===== src/rtl/cache_ctrl_2way.sv =====
// 2-way set-associative, write-back, write-allocate cache controller with a word-serial memory port.
// Optional feature macro: CACHE_STATS_EN enables saturating hit/miss counters (tied to 0 otherwise).
module cache_ctrl_2way #(
    parameter int unsigned ADDR_W = 10,
    parameter int unsigned DATA_W = 32,
    parameter int unsigned WORDS  = 4,
    parameter int unsigned SETS   = 4
) (
    input  logic              clk,
    input  logic              rst,
    input  logic              cpuReq,
    input  logic              isRead,
    input  logic [ADDR_W-1:0] address,
    input  logic [DATA_W-1:0] writeData,
    output logic [DATA_W-1:0] readData,
    output logic              cpuReady,
    output logic              isHit,
    output logic              memReq,
    output logic              memWrite,
    output logic [ADDR_W-1:0] memAddr,
    output logic [DATA_W-1:0] memWriteData,
    input  logic [DATA_W-1:0] memReadData,
    input  logic              memAck,
    output logic [15:0]       hitCount,
    output logic [15:0]       missCount
);
    localparam int unsigned WORD_W = $clog2(WORDS);
    localparam int unsigned IDX_W  = $clog2(SETS);
    localparam int unsigned TAG_W  = ADDR_W - IDX_W - WORD_W - 2;
    localparam int unsigned CNT_W  = 16;
    localparam logic [WORD_W-1:0] LAST_BEAT = WORD_W'(WORDS - 1);

    typedef enum logic [1:0] {IDLE, COMPARE, WRITEBACK, ALLOCATE} stateT;

    stateT state;

    logic [DATA_W-1:0] dataArr [2][SETS][WORDS];
    logic [TAG_W-1:0]  tagArr  [2][SETS];
    logic [SETS-1:0]   validArr [2];
    logic [SETS-1:0]   dirtyArr [2];
    logic [SETS-1:0]   lru;

    logic              reqRead;
    logic [ADDR_W-1:0] reqAddr;
    logic [DATA_W-1:0] reqData;
    logic              missFlag;
    logic              victimWay;
    logic [TAG_W-1:0]  victimTag;
    logic [WORD_W-1:0] beat;

    logic [IDX_W-1:0]  reqIdx;
    logic [TAG_W-1:0]  reqTag;
    logic [WORD_W-1:0] reqWord;
    logic [WORD_W-1:0] beatNext;
    logic              victimSel;
    logic              allocDone;

    assign reqIdx    = reqAddr[2+WORD_W +: IDX_W];
    assign reqTag    = reqAddr[ADDR_W-1 -: TAG_W];
    assign reqWord   = reqAddr[2 +: WORD_W];
    assign beatNext  = beat + WORD_W'(1);
    assign allocDone = (state == ALLOCATE) && memAck && (beat == LAST_BEAT);

    // Lookup looks at the incoming request in IDLE so a hit can complete in the COMPARE cycle.
    logic [ADDR_W-1:0] lookAddr;
    logic [IDX_W-1:0]  lookIdx;
    logic [TAG_W-1:0]  lookTag;
    logic [WORD_W-1:0] lookWord;
    logic              hit0;
    logic              hit1;
    logic              lookHit;
    logic              lookWay;
    logic              unusedLookBits;

    assign lookAddr       = (state == IDLE) ? address : reqAddr;
    assign lookIdx        = lookAddr[2+WORD_W +: IDX_W];
    assign lookTag        = lookAddr[ADDR_W-1 -: TAG_W];
    assign lookWord       = lookAddr[2 +: WORD_W];
    assign hit0           = validArr[0][lookIdx] && (tagArr[0][lookIdx] == lookTag);
    assign hit1           = validArr[1][lookIdx] && (tagArr[1][lookIdx] == lookTag);
    assign lookHit        = hit0 || hit1;
    assign lookWay        = hit1;
    assign unusedLookBits = ^lookAddr[1:0];

    // Victim: first invalid way, otherwise the least recently used one.
    assign victimSel = !validArr[0][reqIdx] ? 1'b0 :
                       !validArr[1][reqIdx] ? 1'b1 : lru[reqIdx];

    logic              dataWe;
    logic              dataWay;
    logic [WORD_W-1:0] dataWord;
    logic [DATA_W-1:0] dataWdata;

    always_comb begin
        dataWe    = 1'b0;
        dataWay   = lookWay;
        dataWord  = reqWord;
        dataWdata = reqData;
        if (!rst) begin
            if ((state == COMPARE) && lookHit && !reqRead) begin
                dataWe = 1'b1;
            end else if ((state == ALLOCATE) && memAck) begin
                dataWe    = 1'b1;
                dataWay   = victimWay;
                dataWord  = beat;
                dataWdata = memReadData;
            end
        end
    end

    // Data and tag storage carry no reset; valid bits qualify their contents.
    always_ff @(posedge clk) begin
        if (dataWe) begin
            dataArr[dataWay][reqIdx][dataWord] <= dataWdata;
        end
        if (!rst && allocDone) begin
            tagArr[victimWay][reqIdx] <= reqTag;
        end
    end

    always_ff @(posedge clk) begin
        if (rst) begin
            state        <= IDLE;
            validArr     <= '{default: '0};
            dirtyArr     <= '{default: '0};
            lru          <= '0;
            reqRead      <= 1'b0;
            reqAddr      <= '0;
            reqData      <= '0;
            missFlag     <= 1'b0;
            victimWay    <= 1'b0;
            victimTag    <= '0;
            beat         <= '0;
            readData     <= '0;
            cpuReady     <= 1'b0;
            isHit        <= 1'b0;
            memReq       <= 1'b0;
            memWrite     <= 1'b0;
            memAddr      <= '0;
            memWriteData <= '0;
        end else begin
            cpuReady <= 1'b0;
            isHit    <= 1'b0;
            case (state)
                IDLE: begin
                    if (cpuReq) begin
                        reqRead  <= isRead;
                        reqAddr  <= address;
                        reqData  <= writeData;
                        missFlag <= 1'b0;
                        state    <= COMPARE;
                        if (lookHit) begin
                            cpuReady <= 1'b1;
                            isHit    <= 1'b1;
                            if (isRead) begin
                                readData <= dataArr[lookWay][lookIdx][lookWord];
                            end
                        end
                    end
                end
                COMPARE: begin
                    if (lookHit) begin
                        if (!reqRead) begin
                            dirtyArr[lookWay][reqIdx] <= 1'b1;
                        end
                        lru[reqIdx] <= ~lookWay;
                        state       <= IDLE;
                    end else begin
                        missFlag  <= 1'b1;
                        victimWay <= victimSel;
                        victimTag <= tagArr[victimSel][reqIdx];
                        beat      <= '0;
                        memReq    <= 1'b1;
                        if (validArr[victimSel][reqIdx] && dirtyArr[victimSel][reqIdx]) begin
                            state        <= WRITEBACK;
                            memWrite     <= 1'b1;
                            memAddr      <= {tagArr[victimSel][reqIdx], reqIdx, WORD_W'(0), 2'b00};
                            memWriteData <= dataArr[victimSel][reqIdx][0];
                        end else begin
                            state    <= ALLOCATE;
                            memWrite <= 1'b0;
                            memAddr  <= {reqTag, reqIdx, WORD_W'(0), 2'b00};
                        end
                    end
                end
                WRITEBACK: begin
                    if (memAck) begin
                        if (beat == LAST_BEAT) begin
                            dirtyArr[victimWay][reqIdx] <= 1'b0;
                            state    <= ALLOCATE;
                            beat     <= '0;
                            memWrite <= 1'b0;
                            memAddr  <= {reqTag, reqIdx, WORD_W'(0), 2'b00};
                        end else begin
                            beat         <= beatNext;
                            memAddr      <= {victimTag, reqIdx, beatNext, 2'b00};
                            memWriteData <= dataArr[victimWay][reqIdx][beatNext];
                        end
                    end
                end
                ALLOCATE: begin
                    if (memAck) begin
                        if (beat == LAST_BEAT) begin
                            validArr[victimWay][reqIdx] <= 1'b1;
                            dirtyArr[victimWay][reqIdx] <= 1'b0;
                            memReq   <= 1'b0;
                            state    <= COMPARE;
                            cpuReady <= 1'b1;
                            isHit    <= !missFlag;
                            // The requested word may be arriving on this very beat.
                            if (reqRead) begin
                                readData <= (reqWord == beat) ? memReadData
                                                              : dataArr[victimWay][reqIdx][reqWord];
                            end
                        end else begin
                            beat    <= beatNext;
                            memAddr <= {reqTag, reqIdx, beatNext, 2'b00};
                        end
                    end
                end
                default: state <= IDLE;
            endcase
        end
    end

`ifdef CACHE_STATS_EN
    always_ff @(posedge clk) begin
        if (rst) begin
            hitCount  <= '0;
            missCount <= '0;
        end else if (cpuReady) begin
            if (isHit) begin
                if (hitCount != {CNT_W{1'b1}}) hitCount <= hitCount + CNT_W'(1);
            end else begin
                if (missCount != {CNT_W{1'b1}}) missCount <= missCount + CNT_W'(1);
            end
        end
    end
`else
    assign hitCount  = '0;
    assign missCount = '0;
`endif

endmodule


===== config.mk =====
export PLATFORM = sky130hd
export DESIGN_NAME = cache_ctrl_2way
export DESIGN_NICKNAME = d
export VERILOG_FILES = /design/src/rtl/cache_ctrl_2way.sv
export SDC_FILE = /design/constraint.sdc
export NUM_CORES = 2
export LEC_CHECK = 0
export BUFFER_PORTS_ARGS = -buffer_cell sky130_fd_sc_hd__buf_2
export CAP_MARGIN = 20
export CORE_MARGIN = 2
export CORE_UTILIZATION = 40
export DETAILED_ROUTE_END_ITERATION = 8
export PLACE_DENSITY_LB_ADDON = 0.1
export SLEW_MARGIN = 30
export SYNTH_ARGS = -nofsm -noshare
export SYNTH_HDL_FRONTEND = slang
export SYNTH_SLANG_ARGS = --single-unit

===== constraint.sdc =====
create_clock -name clk -period 5.16 [get_ports clk]
set_input_delay 0.258 -clock clk [delete_from_list [all_inputs] [get_ports clk]]
set_output_delay 0.258 -clock clk [all_outputs]
set_load 0.02 [all_outputs]

After elaboration in Yosys (flattened, before gate mapping)

Memories as Yosys holds them, arrays and structs flattened. A register that Yosys moved wholly into a read port is not among the register bits.
Cells that the tools add are included.

Bits in writable memories: 1056
Word-level logic and storage cells: 251
Memories: 2
Bits in registers: 151

Bitwise logic cells: 15
Order comparisons: 16
Reductions and logical operators: 37
$add $sub $neg: 1
Equality and inequality tests: 23
Multiplexer cells: 137

Memories:

| name    | depth | width | read ports | clocked after Yosys merged registers in | wr ports | line | text |
|---|---|---|---|---|---|---|---|
| dataArr | 2     | 512   | 3          | 1                                       | 1        | 37   | `logic [DATA_W-1:0] dataArr [2][SETS][WORDS];` |
| tagArr  | 2     | 16    | 3          | 0                                       | 1        | 38   | `logic [TAG_W-1:0] tagArr [2][SETS];` |

Operators by type and width:

| operator             | count |
|---|---|
| $mux W128            | 7 |
| $bmux W128 S2        | 3 |
| $mux W32             | 21 |
| $mux W512            | 1 |
| $demux W128 S2       | 1 |
| $bmux W32 S2         | 3 |
| $pmux W32 S2         | 2 |
| $mux W10             | 7 |
| $demux W32 S2        | 1 |
| $mux W4              | 15 |
| $mux W1              | 33 |
| $mux W8              | 4 |
| $pmux W10 S3         | 1 |
| $mux W2              | 14 |
| $bmux W4 S2          | 3 |
| $ne A2 B2 Y1 const B | 12 |
| $reduce_and A5 Y1    | 4 |
| $ge A3 B3 Y1 const B | 6 |
| $not A2 Y3           | 6 |
| $mux W16             | 1 |
| $or A8 B8 Y8         | 2 |
| $pmux W8 S2          | 1 |
| $bmux W1 S2          | 7 |
| $logic_and A1 B1 Y1  | 13 |
| 32 further kinds     | 61 |

Depth between registers and ports, before layout

Word-level depth: 21
Gate-level depth with buffers: 18
Mapped depth without buffers: 12

Worst setup path after synthesis

Ideal clock, no wire load.

Path type: register to register
From: register state[0]
To: memory dataArr[1][480] (netlist name) (enable)
Arrival time: 4.431 ns
Cell stages (with the launch flop): 15
Slack: 0.308 ns
Data required time: 4.739 ns
Buffers on the path: 3
Path through: dfxtp_1 > inv_1 > ha_1 > buf_6 > mux2i_4 > mux4_2 > xor2_1 > o2111a_1 > a21oi_1 > buf_2 > o31a_1 > buf_4 > nor3_1 > a31oi_2 > nor2_1

Word-level cells in the longest chain between the ends: 21
Elaborated cells between the ends (all ways): 42

Ends and longest elaborated chain:

| what                                                               | line   | text |
|---|---|---|
| from (decl)                                                        | 35     | `stateT state;` |
| from (signal assigned)                                             | 123    | `state <= IDLE;` |
| from (signal assigned)                                             | 151    | `state <= COMPARE;` |
| from (signal assigned)                                             | 167    | `state <= IDLE;` |
| $logic_not A2 Y1                                                   | 75     | `assign lookAddr = (state == IDLE) ? address : reqAddr;` |
| $mux W10                                                           | 75     |  |
| $not A2 Y3 (implied by the code)                                   | 79, 80 |  |
| $bmux W4 S2, on equally long branches                              | 79, 80 |  |
| $mux W4, on equally long branches (2 in a row)                     | 79, 80 |  |
| $eq A4 B4 Y1, on equally long branches                             | 79, 80 |  |
| $logic_and A1 B1 Y1, on equally long branches                      | 79, 80 |  |
| $logic_or A1 B1 Y1                                                 | 81     | `assign lookHit = hit0 \|\| hit1;` |
| [4 not listed]                                                     | -      |  |
| $not A2 Y3 (implied by the code)                                   | 114    | `dataArr[dataWay][reqIdx][dataWord] <= dataWdata;` |
| $ge A3 B3 Y1 (implied by the code) or $lt A3 B1 Y1 (tied branches) | 114    |  |
| $logic_and A1 B1 Y1 (implied by the code)                          | 114    |  |
| $mux W32 (implied by the code)                                     | 114    |  |
| $demux W32 S2                                                      | 114    |  |
| $mux W128 (implied by the code)                                    | 114    |  |
| $demux W128 S2                                                     | 114    |  |
| $mux W512 (implied by the code)                                    | 114    |  |
| to (decl)                                                          | 37     |  |

Parallel ways exist; a longest one is shown, timed or not. The select of a mux whose other input is x is not followed.

Final worst setup path

From: register state[0]
To: memory dataArr[0][429] (netlist name) (enable)

The elaborated chain is that of the path after synthesis.

==> results.md <==
* Max Cap Viol at 0
* Worst Path Max Fanout at 20
* Worst skew pair latency at approximately 0.80 ns
* Synth Flop Type: edfxtp_1
* Clk slew on worst S/H paths at 0.06 ns
* Synth-to-Final Area Change at 15.6%
* Switching pwr at 0.00846 W
* Die ar. at between 0.15 and 0.2 mm^2
* Synth Area in XOR/XNOR at 0.162%
* Ports at between 150 and 200
* Mux contribution to synthesized area at 22.6%
* Clk network pwr share at between 30% and 40%
* Hold_buf cts at 85
* Clock buffer count from CTS at about 140
* Final wirelength at around 220000 um
* TritonRoute pass-1 iters at 6
* Fin Setup TNS at 0 ns
* Post-CTS Setup Bufs at 0
* Core area at about 0.15 mm^2
* Grt ovf at 0
* FILL cells at about 13000
* Slew margin rel. at between 20 and 30%
* Largest family of logic cells by synthesized area: multiplexers
* Critical Path RT at between 5 and 6 ns
* Initial antenna violation count at 7
* Compound-Gate Fraction of Synth Area at approximately 11%
* Largest area contributor in the netlist: edfxtp_1
* Status: finished clean
* Top-area cell type share of the netlist area at a little over half
* Max IR drop VDD at just under 300 uV
* Hold_ws at between 0.06 and 0.07 ns
* Finish-stage setup viols at 0
* Synth warn at 0
* Skew final at between 0.03 and 0.04 ns
* RSZ-0062 raised after global routing: no
* Worst Path Arrival at between 5 and 6 ns
* Pleak at around 22 nW
* CTS tree: yes
* Part of the power in registers at roughly two fifths
* Worst Setup Start Kind: flip-flop
* Cells after Synth at 4110
* Routed len/inst at 34.8 um
* Most common cell after layout, fill and taps aside: edfxtp_1
* Most frequent cells in the layout: edfxtp_1, mux2i_1, nand2_1, mux4_2, a21oi_1
* Starting Density at 40.3%
* Hold WC Path Type: in2reg
* Htree depth at 4
* Slew Viols, Final at 0
* Comb power frac at 21.9%
* Layout cells sized above 1 at approximately 26%
* Routability congestion estimate at 0.865
* EDFF count, synth at 1056
* Chip width at roughly 390 um
* Hold Vio Cnt, Final at 0
* Switching Share at a little under a third
* Tot Pwr at 0.0271 W
* Fmax at 207 MHz
* Dpl hpwl at 134000 um
* Largest net degree at the start of global routing at 100
* First-pass GRT wire length at about 310000 um
* DRC viols at 0
* Chip height at 390 um
* Final Cycle Share at 93.6%
* Post-Syn Area at slightly below 0.06 mm^2
* DR iter-0 viols at roughly 4400
* Min Tclk post-route at between 4 and 5 ns
* Synth Area in Simple Gates at about 4.3%
* Final core occ at 46.6%
* Post-CTS sizing at 0
* Tightest Pin Transition at 1.05 ns
* DR vias at between 40000 and 50000
* CTS Sinks at around 1200
* Design internal power at 0.0187 W
* Distinct cells, synth at 67
* Port Buffer Count at approximately 150
* Site Rows at between 100 and 150
* Async S/R FF share, synth at 0%
* Vias in the first global route at approximately 40000
* GR Util All Layers at between 20% and 30%
* Maximum root-to-sink buffer count at 3
* FF/Latch Area at between 0.03 and 0.04 mm^2
* Endpoint class of the critical path: flip-flop
* Synth Register Bits at around 1200
* Vias/cell at between 6 and 7
* Nets at ~4400
* Final ANT Viol Nets at 0
* Top post-synthesis cells by area: edfxtp_1, mux4_2, mux2i_1
* Multi-input gate area at approximately 0.024 mm^2
* Clk root buf: clkbuf_16
* Setup Crit Path Kind: reg2reg
* Seq/Total Area, Yosys at 58.2%
* Syn Area/Cell at about 14 um^2
* PwrDens at ~390 mW/mm^2
* Adder-Cell Fraction of Synth Area at less than 1%
worst max-delay path, stage by stage (launching register included):
cell and delay, ns:
dfxtp_1 0.33, inv_1 0.17, ha_1 0.40, buf_4 0.29, mux2i_2 0.49, xor2_1 0.19
nand3_1 0.11, a21oi_1 0.18, o2111a_1 0.43, a21oi_1 0.11, o31a_2 0.46, nor3b_1 0.37
a31oi_4 0.19, nor2_4 0.20, buf_4 0.46
layout make-up:
class / instances / area share [%]
Sequential cell: 1202 / 50.4
Multi-Input combinational cell: 2533 / 34.3
Clock buffer: 189 / 5.60
Timing Repair Buffer: 409 / 5.09
Tap cell: 1930 / 3.51
Clock inverter: 72 / 1.01
Inverter: 18 / 0.106
Antenna cell: 3 / 0.0109
cell usage after synthesis (45+ instances only):
| master | number |
|---|---|
| o211ai_1 | 127 |
| a21oi_1 | 225 |
| a311oi_1 | 65 |
| o21ai_0 | 183 |
| dfxtp_1 | 146 |
| nand2_1 | 383 |
| buf_4 | 45 |
| mux2_2 | 165 |
| and3_1 | 65 |
| clkbuf_1 | 226 |
| buf_2 | 73 |
| edfxtp_1 | 1056 |
| a22oi_1 | 187 |
| mux4_2 | 334 |
| mux2i_1 | 401 |
| nor2_1 | 76 |
through the flow:
stage / instances / cell area (um^2) / setup WS (ns)
after detailed placement: 6007 / 63400 / 0.427
final: 6356 / 68800 / 0.333
after CTS: 6353 / 68800 / 0.375
after floorplan: 4143 / 59600 / 0.308
after global placement: 6007 / 63300 / 0.406
after global routing: 6353 / 68800 / 0.120
state kept, by name, indices dropped and copies added, names as in the netlist, named ones only:
signal	count
dataArr	1024
memWriteData	32
readData	32
reqData	32
tagArr	32
dirtyArr	8
reqAddr	8
validArr	8
memAddr	7
lru	4
victimTag	4
state	2
beat	1
cpuReady	1
isHit	1
memReq	1
memWrite	1
missFlag	1
reqRead	1
victimWay	1
routing by layer:
metal  GRT usage, %  routed length [um]
met2           45.4              102000
met1           40.0               92300
met5              0                  27
met4           11.1                8740
met3           4.60               17700
cells by family after synthesis:
kind of cell	Yosys count
simple gates	598
other cells	1
buf+inv	408
xor+xnor	11
flops	1202
compound gates	982
fa+ha+maj	6
mux	902
power by group through the flow:
stage | sequential [W] | combinational (W) | clock (W)
final | 0.0113 | 0.00595 | 0.00987
after global routing | 0.0113 | 0.00621 | 0.0104
after CTS | 0.0113 | 0.00591 | 0.0100
after detailed placement | 0.0115 | 0.00583 | 0
after global placement | 0.0115 | 0.00581 | 0
after floorplan | 0.0115 | 0.00325 | 0
worst paths after layout:
| path | from | end | slack (ns) | depth (start not counted) |
|---|---|---|---|---|
| worst max-delay path | state[0] | dataArr[0][429] | 0.33 | 14 |
| worst min-delay path | memReadData[30] | readData[30] | 0.06 | 5 |
| worst max register to register | state[0] | dataArr[0][429] | 0.33 | 14 |
| worst min register to register | memWriteData[20] | memWriteData[20] | 0.45 | 2 |
Note: power is estimated with default switching activity, not from simulation.
